==> src/rtl/fifo_pkg.sv <==
`default_nettype none
// ============================================================================
// Module   : fifo_pkg
// Brief    : Shared FIFO types and width/legality helpers.
// Revision : 1.0 - initial release
// ============================================================================
package fifo_pkg;

    typedef enum logic {
        RD_ASYNC = 1'b0,
        RD_SYNC  = 1'b1
    } rd_lat_e;

    // Never returns 0, so pointer vectors stay legal for single-entry buffers.
    function automatic int unsigned clog2_min1(input int unsigned n);
        return (n <= 32'd1) ? 32'd1 : 32'($clog2(n));
    endfunction

    function automatic bit rd_lat_legal(input int unsigned lat);
        return (lat == 32'(RD_ASYNC)) || (lat == 32'(RD_SYNC));
    endfunction

endpackage
`default_nettype wire

==> src/rtl/fifo_rd_buf.sv <==
`default_nettype none
// ============================================================================
// Module   : fifo_rd_buf
// Brief    : Circular prefetch buffer with registered head word output.
// Revision : 1.0 - initial release
// ============================================================================
module fifo_rd_buf
    import fifo_pkg::*;
#(
    parameter int DWIDTH    = 8,
    parameter int BUF_DEPTH = 2
) (
    input  logic                                rclk,
    input  logic                                rrstn,
    input  logic                                push,
    input  logic [DWIDTH-1:0]                   push_data,
    input  logic                                pop,
    input  logic                                flush,
    output logic                                m_valid,
    output logic [DWIDTH-1:0]                   m_data,
    output logic [clog2_min1(BUF_DEPTH+1)-1:0]  lvl
);

    localparam int PTR_W = clog2_min1(BUF_DEPTH);
    localparam int LVL_W = clog2_min1(BUF_DEPTH + 1);
    localparam logic [PTR_W-1:0] C_PTR_LAST = PTR_W'(BUF_DEPTH - 1);
    localparam logic [LVL_W-1:0] C_LVL_FULL = LVL_W'(BUF_DEPTH);

    logic [DWIDTH-1:0] mem_q [BUF_DEPTH];
    logic [DWIDTH-1:0] mem_d [BUF_DEPTH];
    logic [PTR_W-1:0]  head_q, head_d;
    logic [PTR_W-1:0]  tail_q, tail_d;
    logic [LVL_W-1:0]  lvl_q, lvl_d;
    logic [DWIDTH-1:0] m_data_q, m_data_d;

    function automatic logic [PTR_W-1:0] ptr_inc(input logic [PTR_W-1:0] p);
        return (p == C_PTR_LAST) ? '0 : p + PTR_W'(1);
    endfunction

    always_comb begin
        mem_d  = mem_q;
        head_d = head_q;
        tail_d = tail_q;
        lvl_d  = lvl_q;
        if (flush) begin
            head_d = '0;
            tail_d = '0;
            lvl_d  = '0;
        end else begin
            if (push) begin
                mem_d[tail_q] = push_data;
                tail_d        = ptr_inc(tail_q);
            end
            if (pop) begin
                head_d = ptr_inc(head_q);
            end
            case ({push, pop})
                2'b10:   lvl_d = lvl_q + LVL_W'(1);
                2'b01:   lvl_d = lvl_q - LVL_W'(1);
                default: lvl_d = lvl_q;
            endcase
        end
        // The next head word is either already stored or is being written this cycle.
        m_data_d = (push && !flush && (tail_q == head_d)) ? push_data : mem_q[head_d];
    end

    always_ff @(posedge rclk or negedge rrstn) begin
        if (!rrstn) begin
            mem_q    <= '{default: '0};
            head_q   <= '0;
            tail_q   <= '0;
            lvl_q    <= '0;
            m_data_q <= '0;
        end else begin
            mem_q    <= mem_d;
            head_q   <= head_d;
            tail_q   <= tail_d;
            lvl_q    <= lvl_d;
            m_data_q <= m_data_d;
        end
    end

    assign m_valid = (lvl_q != '0);
    assign m_data  = m_data_q;
    assign lvl     = lvl_q;

    assert property (@(posedge rclk) disable iff (!rrstn)
        !(push && !pop && (lvl_q == C_LVL_FULL)));

endmodule
`default_nettype wire

==> src/rtl/fifo_rd_stream.sv <==
`default_nettype none
// ============================================================================
// Module   : fifo_rd_stream
// Brief    : FIFO read-side consumer presenting a valid/ready output stream.
// Revision : 1.0 - initial release
// ============================================================================
module fifo_rd_stream
    import fifo_pkg::*;
#(
    parameter int DWIDTH    = 8,
    parameter int RD_LAT    = 1,
    parameter int BUF_DEPTH = 2
) (
    input  logic                                rclk,
    input  logic                                rrstn,
    input  logic                                rempty,
    input  logic [DWIDTH-1:0]                   rdata,
    output logic                                rden,
    input  logic                                flush,
    output logic                                m_valid,
    output logic [DWIDTH-1:0]                   m_data,
    input  logic                                m_ready,
    output logic [clog2_min1(BUF_DEPTH+1)-1:0]  lvl
);

    localparam int LVL_W = clog2_min1(BUF_DEPTH + 1);
    localparam int SUM_W = LVL_W + 1;
    localparam logic [SUM_W-1:0] C_DEPTH = SUM_W'(BUF_DEPTH);

    typedef enum logic [1:0] {
        BLANK_0 = 2'd0,
        BLANK_1 = 2'd1,
        RUN     = 2'd2
    } blank_state_e;

    blank_state_e     state_q, state_d;
    logic [SUM_W-1:0] inflight;
    logic [SUM_W-1:0] occ;
    logic             pop_out;
    logic             land;
    logic             land_drop;
    logic             push;

    if (!rd_lat_legal(RD_LAT) || (BUF_DEPTH < 1)) begin : g_param_check
        $error("fifo_rd_stream: RD_LAT must be 0 or 1 and BUF_DEPTH at least 1");
    end

    always_ff @(posedge rclk or negedge rrstn) begin
        if (!rrstn) begin
            state_q <= BLANK_0;
        end else begin
            state_q <= state_d;
        end
    end

    // rempty is not trusted until two edges after reset release.
    always_comb begin
        state_d = state_q;
        pop_out = m_valid && m_ready;
        occ     = {1'b0, lvl} + inflight - SUM_W'(pop_out);
        case (state_q)
            BLANK_0: state_d = BLANK_1;
            BLANK_1: state_d = RUN;
            default: state_d = RUN;
        endcase
        rden = (state_q == RUN) && !flush && !rempty && (occ < C_DEPTH);
    end

    if (RD_LAT > 0) begin : g_land_pipe
        logic [RD_LAT-1:0] vld_q, vld_d;
        logic [RD_LAT-1:0] drop_q, drop_d;

        // On flush every word already requested is tagged so it is discarded on arrival.
        always_comb begin
            vld_d  = (vld_q << 1) | RD_LAT'(rden);
            drop_d = flush ? (vld_q << 1) : (drop_q << 1);
        end

        always_ff @(posedge rclk or negedge rrstn) begin
            if (!rrstn) begin
                vld_q  <= '0;
                drop_q <= '0;
            end else begin
                vld_q  <= vld_d;
                drop_q <= drop_d;
            end
        end

        assign inflight  = SUM_W'($countones(vld_q));
        assign land      = vld_q[RD_LAT-1];
        assign land_drop = drop_q[RD_LAT-1];
    end else begin : g_no_pipe
        assign inflight  = '0;
        assign land      = rden;
        assign land_drop = 1'b0;
    end

    assign push = land && !land_drop && !flush;

    fifo_rd_buf #(
        .DWIDTH    (DWIDTH),
        .BUF_DEPTH (BUF_DEPTH)
    ) u_buf (
        .rclk      (rclk),
        .rrstn     (rrstn),
        .push      (push),
        .push_data (rdata),
        .pop       (pop_out),
        .flush     (flush),
        .m_valid   (m_valid),
        .m_data    (m_data),
        .lvl       (lvl)
    );

endmodule
`default_nettype wire

==> config.mk <==
export PLATFORM = sky130hd
export DESIGN_NAME = fifo_rd_stream
export DESIGN_NICKNAME = d
export VERILOG_FILES = /design/src/rtl/fifo_pkg.sv /design/src/rtl/fifo_rd_buf.sv /design/src/rtl/fifo_rd_stream.sv
export SDC_FILE = /design/constraint.sdc
export NUM_CORES = 1
export LEC_CHECK = 0
export ABC_AREA = 1
export CORE_MARGIN = 10
export CORE_UTILIZATION = 58
export CTS_BUF_LIST = sky130_fd_sc_hd__clkbuf_2
export CTS_CLUSTER_DIAMETER = 200
export CTS_CLUSTER_SIZE = 24
export DETAILED_ROUTE_END_ITERATION = 16
export PLACE_DENSITY = 0.83
export SYNTH_ARGS = -nofsm -noshare
export SYNTH_HDL_FRONTEND = slang
export SYNTH_SLANG_ARGS = --single-unit
export TNS_END_PERCENT = 20
==> constraint.sdc <==
create_clock -name rclk -period 6.2 [get_ports rclk]
set_input_delay 0.93 -clock rclk [delete_from_list [all_inputs] [get_ports rclk]]
set_output_delay 0.93 -clock rclk [all_outputs]
set_load 0.005 [all_outputs]
==> impl_metrics.tcl <==
set metrics [dict create \
    timing.final.hold_violations 0 \
    via_per_inst 5.122 \
    cellInternalPower_uw 425.6 \
    placedInstanceArea_um2 1723 \
    chipWidth_um 70.26 \
    yosysUniqueCellTypes 22 \
    p_switching_uw 256.7 \
    grt_pass1_wl_mm 5.520 \
    setup.reg_to_reg.worst_slack_ns 4.06 \
    cap_violations 0 \
    min_period_ns 4.323 \
    slowest_stage "sky130_fd_sc_hd__clkdlybuf4s50_1" \
    finalWirelength_mm 3.113 \
    power.static_leakage_nw 0.9013 \
    place.detailed.instances 223 \
    min_period_over_period 0.6973 \
    die_h_um 70.26 \
    leading_cell_types_by_total_area_after_synthesis "sky130_fd_sc_hd__dfrtp_1 (53%), sky130_fd_sc_hd__nand2_1 (18%), sky130_fd_sc_hd__nand2_4 (4.6%)" \
    netlist_instances 172 \
    start_kind "input port" \
    worst-path-stages 10 \
    cp-end-kind "primary output" \
    cpPeakStageDelay_ns 0.54 \
    most_common_cell_after_layout_fill_and_taps_aside "sky130_fd_sc_hd__nand2_1" \
    share_comb_of_total_power 0.421 \
    antenna_left 0 \
    syn-num-nets 187 \
    post_cts_resized 0 \
    dr.pass1.iters 5 \
    num-fill-cells 189 \
    cts_h_tree_depth 2 \
    cts_tree "built" \
    globalplace.congestion 0.7857 \
    drive_above_1_share 0.1150 \
    ys_warn_count 0 \
    ios 25 \
    port_buffers 24 \
    postSynthRegisterBits 31 \
    final_nets 215 \
    grt_max_degree 32 \
    detailroute.via_count 1178 \
    worstHoldPathCells 1 \
    timing_worst_slew_pin_value_ns 0.6497 \
    cts_setup_buffers 0 \
    synthesis_to_finish_area_growth_pct 19.90 \
    cp_data_arrival_time_ns 3.39 \
    gr-total-overflow 0 \
    die_area_um2 4936 \
    register_area_um2 775.7 \
    antenna_violations_before_repair 0 \
    cts-root-buf "sky130_fd_sc_hd__clkbuf_2" \
    numCtsBuffers 5 \
    ir_worst_vdd_v 0.0002375 \
    netlist.area_leader.share 0.5295 \
    finalPower_uw 682.4 \
    multiInputGateArea_um2 590.6 \
    synth.avg_cell_area_um2 8.518 \
    setup_repair_after_global_routing_missed_its_margin "no" \
    hold_ws_ns 0.4495 \
    hold_path_class "reg -> reg" \
    result_of_the_run "completed" \
    clock_tree.buffer_depth 2 \
    timing.critical_path.max_delay_family "buffers and inverters" \
    grt_total_usage 0.1368 \
    sw_frac_of_total 0.3762 \
    power.density_nw_per_um2 388.4 \
    clock_power_share 0.128 \
    clkSinkCount 31 \
    post-route-drc-count 0 \
    dpl.hpwl_mm 2.221 \
    finish.cell_count_without_fillers 230 \
    finalCoreUtilization 0.7156 \
    cts.reportedPaths.clkPinSlew_ns 0.14 \
    clock_insertion_delay_at_the_later_pin_of_the_skew_report_ns 0.36 \
    slew_headroom 0.5664 \
    final_setup_vio_count 0 \
    required_ns 5.27 \
    cp.buffers_inverters 3 \
    power.sequential.fraction 0.451 \
    crit_path_cell_trace "clkdlybuf4s50_1, nand2_4, inv_1, ha_1, or2_2, fa_1, a21oi_1, nand4_1, nor2_1, clkdlybuf4s50_1" \
    layout_common_cells "sky130_fd_sc_hd__nand2_1 (70), sky130_fd_sc_hd__dfrtp_1 (31), sky130_fd_sc_hd__clkdlybuf4s50_1 (24)" \
    floorplan.rows 18 \
    synth_largest_area_cell "sky130_fd_sc_hd__dfrtp_1" \
    drv_slew 0 \
    stdcell_area_um2 1757 \
    postCtsHoldBufs 0 \
    timing.final.ws_setup_ns 1.877 \
    number_of_cell_instances_on_the_worst_register_to_register_path 10 \
    crit_fanout 3 \
    fmax_achieved_ghz 0.2313 \
    first_global_vias 1234 \
    clock-skew-final_ns 0.02009 \
    critical_path.most_common_cell "sky130_fd_sc_hd__clkdlybuf4s50_1" \
    start_util 0.5968 \
    wl_per_cell_um 13.53 \
    fin_setup_tns_ns 0 \
    initialDrtViolationCount 68 \
    pre_cts_ws_ns 1.859 \
    floorplan.core_area_um2 2455 \
    criticalPathCategory "in -> out" \
    syn_area_um2 1465 \
    yosysSeqAreaShare 0.5295 \
    antenna_cells 0 \
]
[layer usage]
layer,GRT usage,share of wire,vias up
met3,0.05226,0.061,6
met2,0.2305,0.50,31
met1,0.1481,0.42,543
met4,0.05921,0.013,0
met5,0,0,-
li1,-,-,598
[power by group through the flow]
stage                     registers (mW)  logic, mW  clock network [mW]
final                              0.307      0.287              0.0877
after detailed placement           0.312      0.288                   0
after floorplan                    0.307      0.176                   0
after global routing               0.315      0.330               0.103
after CTS                          0.308      0.290              0.0930
after global placement             0.306      0.278                   0
[path summary, 6_finish.rpt]
kind	start	end
setup / recovery	m_ready	rden
hold / removal	state_q[0]	state_q[0]
setup reg to reg	u_buf.lvl[1]	g_land_pipe.vld_q
hold reg to reg	state_q[0]	state_q[0]
max in group asynchronous	rrstn	u_buf.mem_q[3]
min in group asynchronous	rrstn	u_buf.m_data[5]
[sequential cells by signal, summed over array words and instances (netlist names)]
register and cells:
g_land_pipe.vld_q 1, state_q 2, u_buf.head_q 1, u_buf.lvl 2, u_buf.m_data 8, u_buf.mem_q 16
u_buf.tail_q 1
[final cells by class]
cell class | count | area share
flip-flops and latches | 31 | 0.4416
multi-input cells | 118 | 0.3362
repair buffers | 25 | 0.1410
inverters | 19 | 0.04060
well taps | 30 | 0.02137
clock buffers | 5 | 0.01425
clock inverters | 2 | 0.004986
[kinds of logic after synthesis]
logic type	count (synthesis)	share of synthesized area
AND/OR/NAND/NOR	97	0.3134
flip-flops	31	0.5295
buffers and inverters	23	0.06746
AO/OA/AOI/OAI	18	0.06148
adder cells (fa/ha/maj)	2	0.02220
XOR/XNOR	1	0.005979
[synth_stat cells]
| master | instances |
|---|---|
| sky130_fd_sc_hd__nand2_1 | 70 |
| sky130_fd_sc_hd__dfrtp_1 | 31 |
| sky130_fd_sc_hd__inv_1 | 14 |
| sky130_fd_sc_hd__nand3_1 | 9 |
| sky130_fd_sc_hd__o21ai_0 | 9 |
| sky130_fd_sc_hd__o21ai_1 | 8 |
| sky130_fd_sc_hd__nand2_4 | 6 |
| sky130_fd_sc_hd__inv_2 | 5 |
| sky130_fd_sc_hd__nor2_1 | 4 |
| sky130_fd_sc_hd__nand4_1 | 3 |
| sky130_fd_sc_hd__nand3_2 | 2 |
| sky130_fd_sc_hd__a21oi_1 | 1 |
| sky130_fd_sc_hd__buf_2 | 1 |
| sky130_fd_sc_hd__buf_4 | 1 |
| sky130_fd_sc_hd__buf_6 | 1 |
| sky130_fd_sc_hd__clkbuf_1 | 1 |
| sky130_fd_sc_hd__fa_1 | 1 |
| sky130_fd_sc_hd__ha_1 | 1 |
| sky130_fd_sc_hd__nand3_4 | 1 |
| sky130_fd_sc_hd__nor2_2 | 1 |
| sky130_fd_sc_hd__or2_2 | 1 |
| sky130_fd_sc_hd__xor2_1 | 1 |
Note: power is estimated with default switching activity, not from simulation.
